### src/rtl/iter_div_pkg.sv
// Shared definitions for the iterative divider: default width, FSM encoding, negate helper.
// No timing of its own; pure declarations.
// No flow control; consumed by iter_div and div_step.
package iter_div_pkg;

   // Default operand / quotient / remainder width
   localparam int DIV_WIDTH_DEF = 32;

   // FSM state encoding (kept as plain 2-bit constants for legacy tools)
   typedef logic [1:0] state_t;

   localparam state_t ST_IDLE = 2'd0;
   localparam state_t ST_LOAD = 2'd1;
   localparam state_t ST_ITER = 2'd2;
   localparam state_t ST_FIX  = 2'd3;

   // Two's-complement negate at the widest legal width; callers truncate
   // to their own width, which yields the correct low-order result.
   function automatic logic [63:0] twos_neg(input logic [63:0] v);
      return ~v + 64'd1;
   endfunction

endpackage : iter_div_pkg

### src/rtl/div_step.sv
// One restoring-division step: shift in the next dividend bit and trial-subtract the divisor.
// Purely combinational, zero latency.
// No flow control; evaluated every cycle the parent FSM iterates.
module div_step
   import iter_div_pkg::*;
#(
   parameter int WIDTH = DIV_WIDTH_DEF
) (
   input  logic [WIDTH-1:0] rem_i,   // partial remainder, always < dvs_i
   input  logic             bit_i,   // next dividend bit, MSB first
   input  logic [WIDTH-1:0] dvs_i,   // divisor magnitude
   output logic [WIDTH-1:0] rem_o,   // new partial remainder
   output logic             qbit_o   // quotient bit produced by this step
);

   logic [WIDTH:0] shifted;
   logic [WIDTH:0] diff;

   // The shifted remainder needs WIDTH+1 bits so an MSB=1 divisor in
   // unsigned mode cannot overflow it. Because rem_i < dvs_i, the shifted
   // value is below 2*dvs_i, so a WIDTH+1-bit difference is always in
   // range and its top bit is the sign of the trial subtraction.
   assign shifted = {rem_i, bit_i};
   assign diff    = shifted - {1'b0, dvs_i};

   // Non-negative difference: keep it and emit a 1; otherwise restore.
   assign qbit_o = ~diff[WIDTH];
   assign rem_o  = diff[WIDTH] ? shifted[WIDTH-1:0] : diff[WIDTH-1:0];

endmodule : div_step

### src/rtl/iter_div.sv
// Iterative signed/unsigned restoring divider with divide-by-zero and overflow handling.
// Latency WIDTH+2 cycles start-to-done (2 cycles when the divisor is zero).
// Single-request handshake: start is taken only while ready=1; nothing is queued.
module iter_div
   import iter_div_pkg::*;
#(
   parameter int WIDTH = DIV_WIDTH_DEF
) (
   input  logic             clk,
   input  logic             rst,
   input  logic             start,
   input  logic             signed_op,
   input  logic [WIDTH-1:0] dividend,
   input  logic [WIDTH-1:0] divisor,
   output logic             ready,
   output logic             done,
   output logic [WIDTH-1:0] quotient,
   output logic [WIDTH-1:0] remainder,
   output logic             div_zero
);

   localparam int CNT_W = $clog2(WIDTH);

   // Negate at this block's width using the shared package helper
   function automatic logic [WIDTH-1:0] neg_w(input logic [WIDTH-1:0] v);
      return WIDTH'(twos_neg(64'(v)));
   endfunction

   // FSM
   state_t state_q, state_d;

   // Operands as captured on acceptance (raw dividend also feeds div-by-zero)
   logic [WIDTH-1:0] a_q, a_d;
   logic [WIDTH-1:0] b_q, b_d;
   logic             sop_q, sop_d;

   // Working registers for the iteration
   logic [WIDTH-1:0] rem_q, rem_d;   // partial remainder
   logic [WIDTH-1:0] quo_q, quo_d;   // dividend bits shift out, quotient bits shift in
   logic [WIDTH-1:0] dvs_q, dvs_d;   // divisor magnitude
   logic [CNT_W-1:0] cnt_q, cnt_d;   // remaining iterations minus one
   logic             qneg_q, qneg_d; // quotient must be negated at the end
   logic             rneg_q, rneg_d; // remainder must be negated at the end
   logic             dz_q, dz_d;     // divisor was zero

   // Held results presented between operations
   logic [WIDTH-1:0] quo_out_q;
   logic [WIDTH-1:0] rem_out_q;
   logic             dz_out_q;

   // Operand signs only matter in signed mode
   logic a_neg;
   logic b_neg;

   assign a_neg = sop_q & a_q[WIDTH-1];
   assign b_neg = sop_q & b_q[WIDTH-1];

   // Single restoring-step datapath shared by every iteration
   logic [WIDTH-1:0] step_rem;
   logic             step_qbit;

   div_step #(
      .WIDTH (WIDTH)
   ) u_step (
      .rem_i  (rem_q),
      .bit_i  (quo_q[WIDTH-1]),
      .dvs_i  (dvs_q),
      .rem_o  (step_rem),
      .qbit_o (step_qbit)
   );

   // Sign-corrected final values, valid while in FIX. Most-negative / -1
   // needs no special case: the magnitude quotient is 2^(WIDTH-1) and the
   // operand signs agree, so it passes through as the most-negative value.
   logic [WIDTH-1:0] fix_quo;
   logic [WIDTH-1:0] fix_rem;

   assign fix_quo = dz_q ? '1  : (qneg_q ? neg_w(quo_q) : quo_q);
   assign fix_rem = dz_q ? a_q : (rneg_q ? neg_w(rem_q) : rem_q);

   // Next-state and working-register logic for the four-state sequence
   always_comb begin
      state_d = state_q;
      a_d     = a_q;
      b_d     = b_q;
      sop_d   = sop_q;
      rem_d   = rem_q;
      quo_d   = quo_q;
      dvs_d   = dvs_q;
      cnt_d   = cnt_q;
      qneg_d  = qneg_q;
      rneg_d  = rneg_q;
      dz_d    = dz_q;

      case (state_q)
         ST_IDLE: begin
            if (start) begin
               a_d     = dividend;
               b_d     = divisor;
               sop_d   = signed_op;
               state_d = ST_LOAD;
            end
         end

         ST_LOAD: begin
            quo_d   = a_neg ? neg_w(a_q) : a_q;
            dvs_d   = b_neg ? neg_w(b_q) : b_q;
            rem_d   = '0;
            cnt_d   = CNT_W'(WIDTH - 1);
            qneg_d  = a_neg ^ b_neg;
            rneg_d  = a_neg;
            dz_d    = (b_q == '0);
            // A zero divisor skips the iterations entirely
            state_d = (b_q == '0) ? ST_FIX : ST_ITER;
         end

         ST_ITER: begin
            rem_d = step_rem;
            quo_d = {quo_q[WIDTH-2:0], step_qbit};
            if (cnt_q == '0) begin
               state_d = ST_FIX;
            end else begin
               cnt_d = cnt_q - CNT_W'(1);
            end
         end

         ST_FIX: begin
            state_d = ST_IDLE;
         end

         default: begin
            state_d = ST_IDLE;
         end
      endcase
   end

   // State and working registers; reset abandons any operation in flight
   always_ff @(posedge clk) begin
      if (rst) begin
         state_q <= ST_IDLE;
         a_q     <= '0;
         b_q     <= '0;
         sop_q   <= 1'b0;
         rem_q   <= '0;
         quo_q   <= '0;
         dvs_q   <= '0;
         cnt_q   <= '0;
         qneg_q  <= 1'b0;
         rneg_q  <= 1'b0;
         dz_q    <= 1'b0;
      end else begin
         state_q <= state_d;
         a_q     <= a_d;
         b_q     <= b_d;
         sop_q   <= sop_d;
         rem_q   <= rem_d;
         quo_q   <= quo_d;
         dvs_q   <= dvs_d;
         cnt_q   <= cnt_d;
         qneg_q  <= qneg_d;
         rneg_q  <= rneg_d;
         dz_q    <= dz_d;
      end
   end

   // Capture the corrected result on leaving FIX so it holds afterwards
   always_ff @(posedge clk) begin
      if (rst) begin
         quo_out_q <= '0;
         rem_out_q <= '0;
         dz_out_q  <= 1'b0;
      end else if (state_q == ST_FIX) begin
         quo_out_q <= fix_quo;
         rem_out_q <= fix_rem;
         dz_out_q  <= dz_q;
      end
   end

   // The result is already visible during the done cycle; afterwards the
   // captured copy keeps it stable until the next operation completes.
   assign ready     = (state_q == ST_IDLE);
   assign done      = (state_q == ST_FIX);
   assign quotient  = done ? fix_quo : quo_out_q;
   assign remainder = done ? fix_rem : rem_out_q;
   assign div_zero  = done ? dz_q    : dz_out_q;

endmodule : iter_div

### config.mk
export PLATFORM = sky130hd
export DESIGN_NAME = iter_div
export DESIGN_NICKNAME = d
export VERILOG_FILES = /design/src/rtl/iter_div_pkg.sv /design/src/rtl/div_step.sv /design/src/rtl/iter_div.sv
export SDC_FILE = /design/constraint.sdc
export NUM_CORES = 1
export LEC_CHECK = 0
export BUFFER_PORTS_ARGS = -buffer_cell sky130_fd_sc_hd__buf_2
export CAP_MARGIN = 30
export CORE_MARGIN = 2
export CORE_UTILIZATION = 40
export CTS_CLUSTER_SIZE = 28
export DETAILED_ROUTE_END_ITERATION = 12
export SLEW_MARGIN = 20
export SYNTH_ARGS = -nofsm -noshare
export SYNTH_HDL_FRONTEND = slang
export SYNTH_SLANG_ARGS = --single-unit
### constraint.sdc
create_clock -name clk -period 5.85 [get_ports clk]
set_input_delay 0.8775 -clock clk [delete_from_list [all_inputs] [get_ports clk]]
set_output_delay 0.8775 -clock clk [all_outputs]
set_load 0.02 [all_outputs]
==> run_results.csv, run 1 <==
group,metric,value,unit
status,status,"complete, no violations",
layout,multi_input_comb_area,8424,µm²
yosys,ys_seq_elements,236,
sta,drv_slew,0,
yosys,synth_nets,1879,
clock_network,clk_path_buf_depth,3,
place,gp_congestion,0.8649,
grt,overflow,0,
sta,rsz0062_at_grt,"no",
clock_network,cts_resized,0,
routing,dr.pass1.iters,7,
clock_network,cts.sinks,236,
layout,final_cell_mix,"282 x nand2_1, 235 x dfxtp_1, 167 x a21oi_1",
grt,antenna_found_initial,0,
routing,drc,0,
grt,grt_pass1_wl,60.06,mm
sta,finalHoldViolCount,0,
yosys,synth_area,13790,µm²
layout,drive_above_1_share,0.1347,
routing,drt_iter0_markers,836,
worst_setup_path,end_kind,"primary output",
layout,layout_commonest_cell,"nand2_1",
sta,fin_tns_setup,0,ns
yosys,synthArstFlopShare,0,
place,dp_slack,2.112,ns
floorplan,die_x,189.6,µm
power_and_ir_drop,power_density,442.6,nW/µm²
floorplan,num_io_pins,135,
job,drv_cap,0,
clock_network,cts_tree,"built",
routing,wirelength,37.49,mm
clock_network,post-cts-setup-buffers,0,
yosys,syn_area_per_cell,7.797,µm²
worst_setup_path,crit_family,"simple AND/OR/NAND/NOR gates",
yosys,ys.flop_type,"dfxtp_1",
sta,min_period,4.380,ns
clock_network,cts_buffers,29,
worst_setup_path,crit_path_max_fanout,8,
power_and_ir_drop,ir_drop,0.3939,mV
routing,vias,12334,
clock_network,insertion_delay,0.55,ns
place,post_dp_cell_area,14730,µm²
grt,grt_pass1_vias,11412,
floorplan,initial_utilization,0.4091,
grt,grt_start_max_net_pins,112,
min_path,min_path_type,"reg -> reg",
power_and_ir_drop,finalPower,6.986,mW
worst_setup_path,required,4.97,ns
floorplan,fp-row-count,67,
sta,max_clock_freq,0.2283,GHz
layout,area_delta_synth_final,14.49,%
worst_setup_path,crit_slowest_cell,"nor4_2",
worst_setup_path,start_kind,"register",
floorplan,core_region_area,33700,µm²
worst_setup_path,max_stage_delay,0.47,ns
yosys,yosys_warnings,0,
routing,vias_per_cell,5.351,
sta,tightestPinTransition,0.9379,ns
worst_setup_path,critPathArrivalTime,3.50,ns
place,dpl.hpwl,26.88,mm
yosys,synthCells,1768,
clock_network,cts-root-buf,"clkbuf_16",
worst_setup_path,crit_path_cell_trace,"nor4_2 -> nand3_1 -> nor4_1 -> nand2_1 -> o31ai_1 -> xor2_1 -> o21ai_0 -> mux2_2 -> buf_2",
routing,post_drt_wl_per_cell,16.26,µm
place,portBuffers,134,
yosys,synth.distinct_cells,73,
grt,track_usage,0.2036,
worst_setup_path,crit_buf_inv,1,
sta,setup_viol_count_final,0,
yosys,yosysSeqAreaShare,0.3427,
sta,period_share,0.7487,
layout,final_cell_area,15780,µm²
layout,n_fill_cell,3398,
power_and_ir_drop,p_leak,6.346,nW
layout,seq_area,4726,µm²
sta,slew_headroom,0.3724,
sta,timing.final.ws_setup,1.470,ns
yosys,synth-edff-count,0,
clock_network,hold_buffers,0,
floorplan,die-area,35970,µm²
worst_setup_path,criticalPathCategory,"reg -> out",
layout,fin_util,0.4684,
clock_network,htreeDepth,1,
floorplan,die_h,189.6,µm
sta,skew,0.01774,ns
routing,ant_nets,0,
clock_network,path_clk_slew,0.07,ns
layout,final_nets,1947,
[metal layers]
metal	up-vias	routed length [µm]	global-route usage
li1	6262	-	-
met1	5738	18410	0.2939
met2	281	16410	0.3233
met3	53	1807	0.02472
met4	0	850	0.04860
met5	-	0	0
[cells by family (layout without fill, tap and decap cells)]
family | after synthesis | after routing | synth area share
flip-flops | 236 | 236 | 0.3427
AO/OA/AOI/OAI | 455 | 455 | 0.2007
multiplexers | 80 | 80 | 0.06027
buffers and inverters | 175 | 263 | 0.04865
XOR/XNOR | 141 | 141 | 0.08958
other | 0 | 1 | 0
adder cells (fa/ha/maj) | 43 | 43 | 0.03957
AND/OR/NAND/NOR | 638 | 638 | 0.2186
[state kept, by name (all words and copies together), names as in the netlist]
register and cells:
sop_q 1, dz_out_q 1, cnt_q 5, dvs_q 32, state_q 2, b_q 32
quo_out_q 32, rem_out_q 32, a_q 32, rem_q 32, qneg_q 1, dz_q 1
quo_q 32, rneg_q 1
[path summary, 6_finish.rpt]
check                                from       endpoint  slack, ns  depth (start not counted)
worst min register to register   cnt_q[0]       cnt_q[0]       0.47                          1
worst max-delay path             rem_q[3]  remainder[28]       1.47                          9
worst min-delay path             cnt_q[0]       cnt_q[0]       0.47                          1
worst max register to register  quo_q[31]       rem_q[3]       2.12                         13
[final cells by class]
cell class | instances | share of cell area
clock buffers | 40 | 0.05367
multi-input cells | 1357 | 0.5337
inverters | 64 | 0.01522
repair buffers | 148 | 0.05002
well taps | 448 | 0.03551
diodes | 1 | 0.0001585
flip-flops and latches | 236 | 0.2994
clock inverters | 11 | 0.01229
[Yosys cell counts, types with 3 or more instances]
cell      instances  area, µm²
nor2_1          140      525.5
mux2_2           24      270.3
o31ai_1          28      210.2
a31oi_1          15      93.84
a41oi_1           4      35.03
ha_1             42      525.5
or3_1            16      100.1
buf_1            17      63.81
or4_1             4      30.03
mux2i_1          56      560.5
a211oi_1         28      210.2
xnor2_1          53      464.2
nand2b_1         27      168.9
nand4_1          10      62.56
buf_2             5      25.02
o22ai_1           8      50.05
nand3_1          21      105.1
inv_1            64      240.2
nor4_1           10      62.56
o21ai_0         121      605.6
o41ai_1           9      78.83
o22a_1            4      35.03
a21o_1           17      127.6
o221ai_1          5      43.79
o211ai_1          7      52.55
nand2_1         283       1062
clkbuf_1         87      326.6
a21oi_1         167      835.8
o21a_1            9      67.56
dfxtp_1         236       4725
and2_1            6      37.54
nor2b_1          66      412.9
and3_1            3      18.77
a311oi_1          7      61.31
xor2_1           88      770.7
or2_2             4      25.02
o21bai_1          3      22.52
nor3_1           23      115.1
[per-stage QoR]
step / instances / hold WS, ns
after CTS: 2302 / 0.4737
after floorplan: 1768 / 0.4343
final: 2305 / 0.4707
after global routing: 2304 / 0.4921
after detailed placement: 2251 / 0.4563
after global placement: 2250 / 0.4553
[power by group]
| group | internal, mW | switching (mW) |
|---|---|---|
| combinational | 1.12 | 1.78 |
| sequential | 1.87 | 0.268 |
| clock | 1.22 | 0.719 |
| total | 4.22 | 2.76 |
Note: power is estimated with default switching activity, not from simulation.
==> inputs of run 2 (changes only) <==
- clock period: 5.85 -> 4 ns (I/O delays scaled with it)
==> run_results.csv, run 2 (synthesis gave the netlist of run 1 again) <==
group,metric,value,unit
status,status,"complete, no violations",
floorplan,core_region_area,33700,µm²
sta,holdWs,0.2927,ns
place,dpl.hpwl,27.42,mm
place,portBuffers,134,
job,drv_cap,0,
routing,drt_iter0_markers,804,
grt,overflow,0,
power_and_ir_drop,p_leak,6.455,nW
worst_setup_path,crit_slowest_cell,"or4_4",
power_and_ir_drop,clkPwrFrac,0.271,
layout,final_cell_mix,"281 x nand2_1, 233 x dfxtp_1, 167 x a21oi_1",
power_and_ir_drop,p_int,6.190,mW
grt,grt_pass1_vias,11700,
sta,period_share,0.9690,
sta,rsz0062_at_grt,"no",
power_and_ir_drop,p_comb_frac,0.423,
sta,skew,0.008544,ns
place,gp_congestion,0.8819,
clock_network,cts-root-buf,"clkbuf_16",
sta,slew_headroom,0.4497,
power_and_ir_drop,finalPower,10.25,mW
worst_setup_path,critPathArrivalTime,3.28,ns
grt,track_usage,0.2072,
floorplan,die-area,35970,µm²
routing,drc,0,
clock_network,insertion_delay,0.54,ns
worst_setup_path,crit_path_cell_trace,"or4_4 -> nand4bb_4 -> nor4_4 -> nand2_2 -> o41ai_2 -> xor2_1 -> o21ai_1 -> mux2_2 -> buf_4",
layout,n_fill_cell,3390,
clock_network,clk_path_buf_depth,3,
worst_setup_path,crit_path_max_fanout,5,
layout,drive_above_1_share,0.1459,
layout,area_delta_synth_final,15.59,%
sta,finalHoldViolCount,0,
routing,ant_nets,0,
routing,dr.pass1.iters,5,
clock_network,cts_tree,"built",
clock_network,path_clk_slew,0.06,ns
routing,vias,12323,
clock_network,hold_buffers,0,
grt,antenna_found_initial,0,
layout,layout_commonest_cell,"nand2_1",
min_path,min_path_type,"in -> reg",
routing,wirelength,38.01,mm
worst_setup_path,start_kind,"register",
place,placed_cells,2264,
routing,post_drt_wl_per_cell,16.39,µm
floorplan,initial_utilization,0.4091,
layout,num_antenna_cells,0,
layout,layout.cells.non_filler,2319,
power_and_ir_drop,ir_drop,0.4616,mV
worst_setup_path,crit_buf_inv,1,
layout,final_nets,1964,
floorplan,die_x,189.6,µm
worst_setup_path,required,3.40,ns
clock_network,htreeDepth,1,
floorplan,num_io_pins,135,
sta,setup_viol_count_final,0,
sta,tightestPinTransition,0.8255,ns
sta,fin_tns_setup,0,ns
clock_network,cts_buffers,29,
sta,max_clock_freq,0.2580,GHz
worst_setup_path,criticalPathCategory,"reg -> out",
power_and_ir_drop,switching_share,0.3960,
floorplan,die_h,189.6,µm
sta,drv_slew,0,
power_and_ir_drop,power_density,643.2,nW/µm²
routing,vias_per_cell,5.314,
worst_setup_path,crit_family,"simple AND/OR/NAND/NOR gates",
clock_network,cts.sinks,236,
power_and_ir_drop,power_frac_seq,0.306,
floorplan,fp-row-count,67,
grt,grt_start_max_net_pins,72,
sta,min_period,3.876,ns
grt,grt_pass1_wl,61.37,mm
power_and_ir_drop,p_sw,4.059,mW
worst_setup_path,max_stage_delay,0.54,ns
worst_setup_path,end_kind,"primary output",
-- run 2: cell types whose count changed in the layout (fill, tap and decap cells not counted), moves of 2 or more --
cell,delta
dfxtp_4,+2
buf_12,+2
clkinv_2,+4
buf_4,+20
dfxtp_1,-2
clkbuf_8,-5
clkinv_4,-2
buf_6,-3
-- run 2: area by class of cell --
| class | count | area, µm² | share of cell area |
|---|---|---|---|
| Clock inverter | 14 | 226.5 | 0.01421 |
| Tap cell | 448 | 560.5 | 0.03518 |
| Multi-Input combinational cell | 1357 | 8459 | 0.5309 |
| Inverter | 64 | 240.2 | 0.01508 |
| Clock buffer | 35 | 778.2 | 0.04884 |
| Sequential cell | 236 | 4733 | 0.2970 |
| Timing Repair Buffer | 165 | 937.1 | 0.05881 |
-- run 2: power by group through the flow --
stage / Combinational (mW) / Clock, mW / Sequential (mW)
final: 4.33 / 2.78 / 3.14
after global routing: 4.81 / 2.94 / 3.19
after CTS: 4.29 / 2.84 / 3.13
after floorplan: 3.34 / 0 / 3.04
after global placement: 4.22 / 0 / 3.17
after detailed placement: 4.27 / 0 / 3.18
-- run 2: metrics by stage --
| step | cell area, µm² | worst slack [ns] | util |
|---|---|---|---|
| 2_1_floorplan | 13790 | 0.8675 | - |
| 3_3_place_gp | 14820 | 0.6570 | 0.4398 |
| 3_5_place_dp | 14830 | 0.6176 | 0.4400 |
| 4_1_cts | 15830 | 0.02291 | 0.4698 |
| 5_1_grt | 15940 | 0.004741 | 0.4729 |
| 6_report | 15940 | 0.1240 | 0.4729 |
-- run 2: routing by layer --
| layer | GRT usage | up-vias | wire length, µm |
|---|---|---|---|
| met5 | 0 | - | 0 |
| met4 | 0.05814 | 0 | 950 |
| met3 | 0.02804 | 61 | 2101 |
| met2 | 0.3271 | 325 | 16470 |
| met1 | 0.2955 | 5658 | 18490 |
| li1 | - | 6279 | - |
-- run 2: repair_timing --
action,CTS,global route
setup buffers,0,5
endpoints found under the hold margin,0,0
resized for setup,0,12
setup endpoints to repair,0,8
-- run 2: final timing paths --
| path | start | endpoint | slack (ns) | cells after the start |
|---|---|---|---|---|
| setup / recovery | rem_q[11] | remainder[31] | 0.12 | 9 |
| hold / removal | divisor[0] | b_q[0] | 0.29 | 3 |
| setup reg to reg | rem_q[0] | rem_q[13] | 0.65 | 12 |
| hold reg to reg | cnt_q[0] | cnt_q[0] | 0.47 | 1 |
-- run 2: worst min-delay path, cell delays in order --
cell	delay (ns)
buf_2	0.09
nand2_1	0.04
a21oi_1	0.05
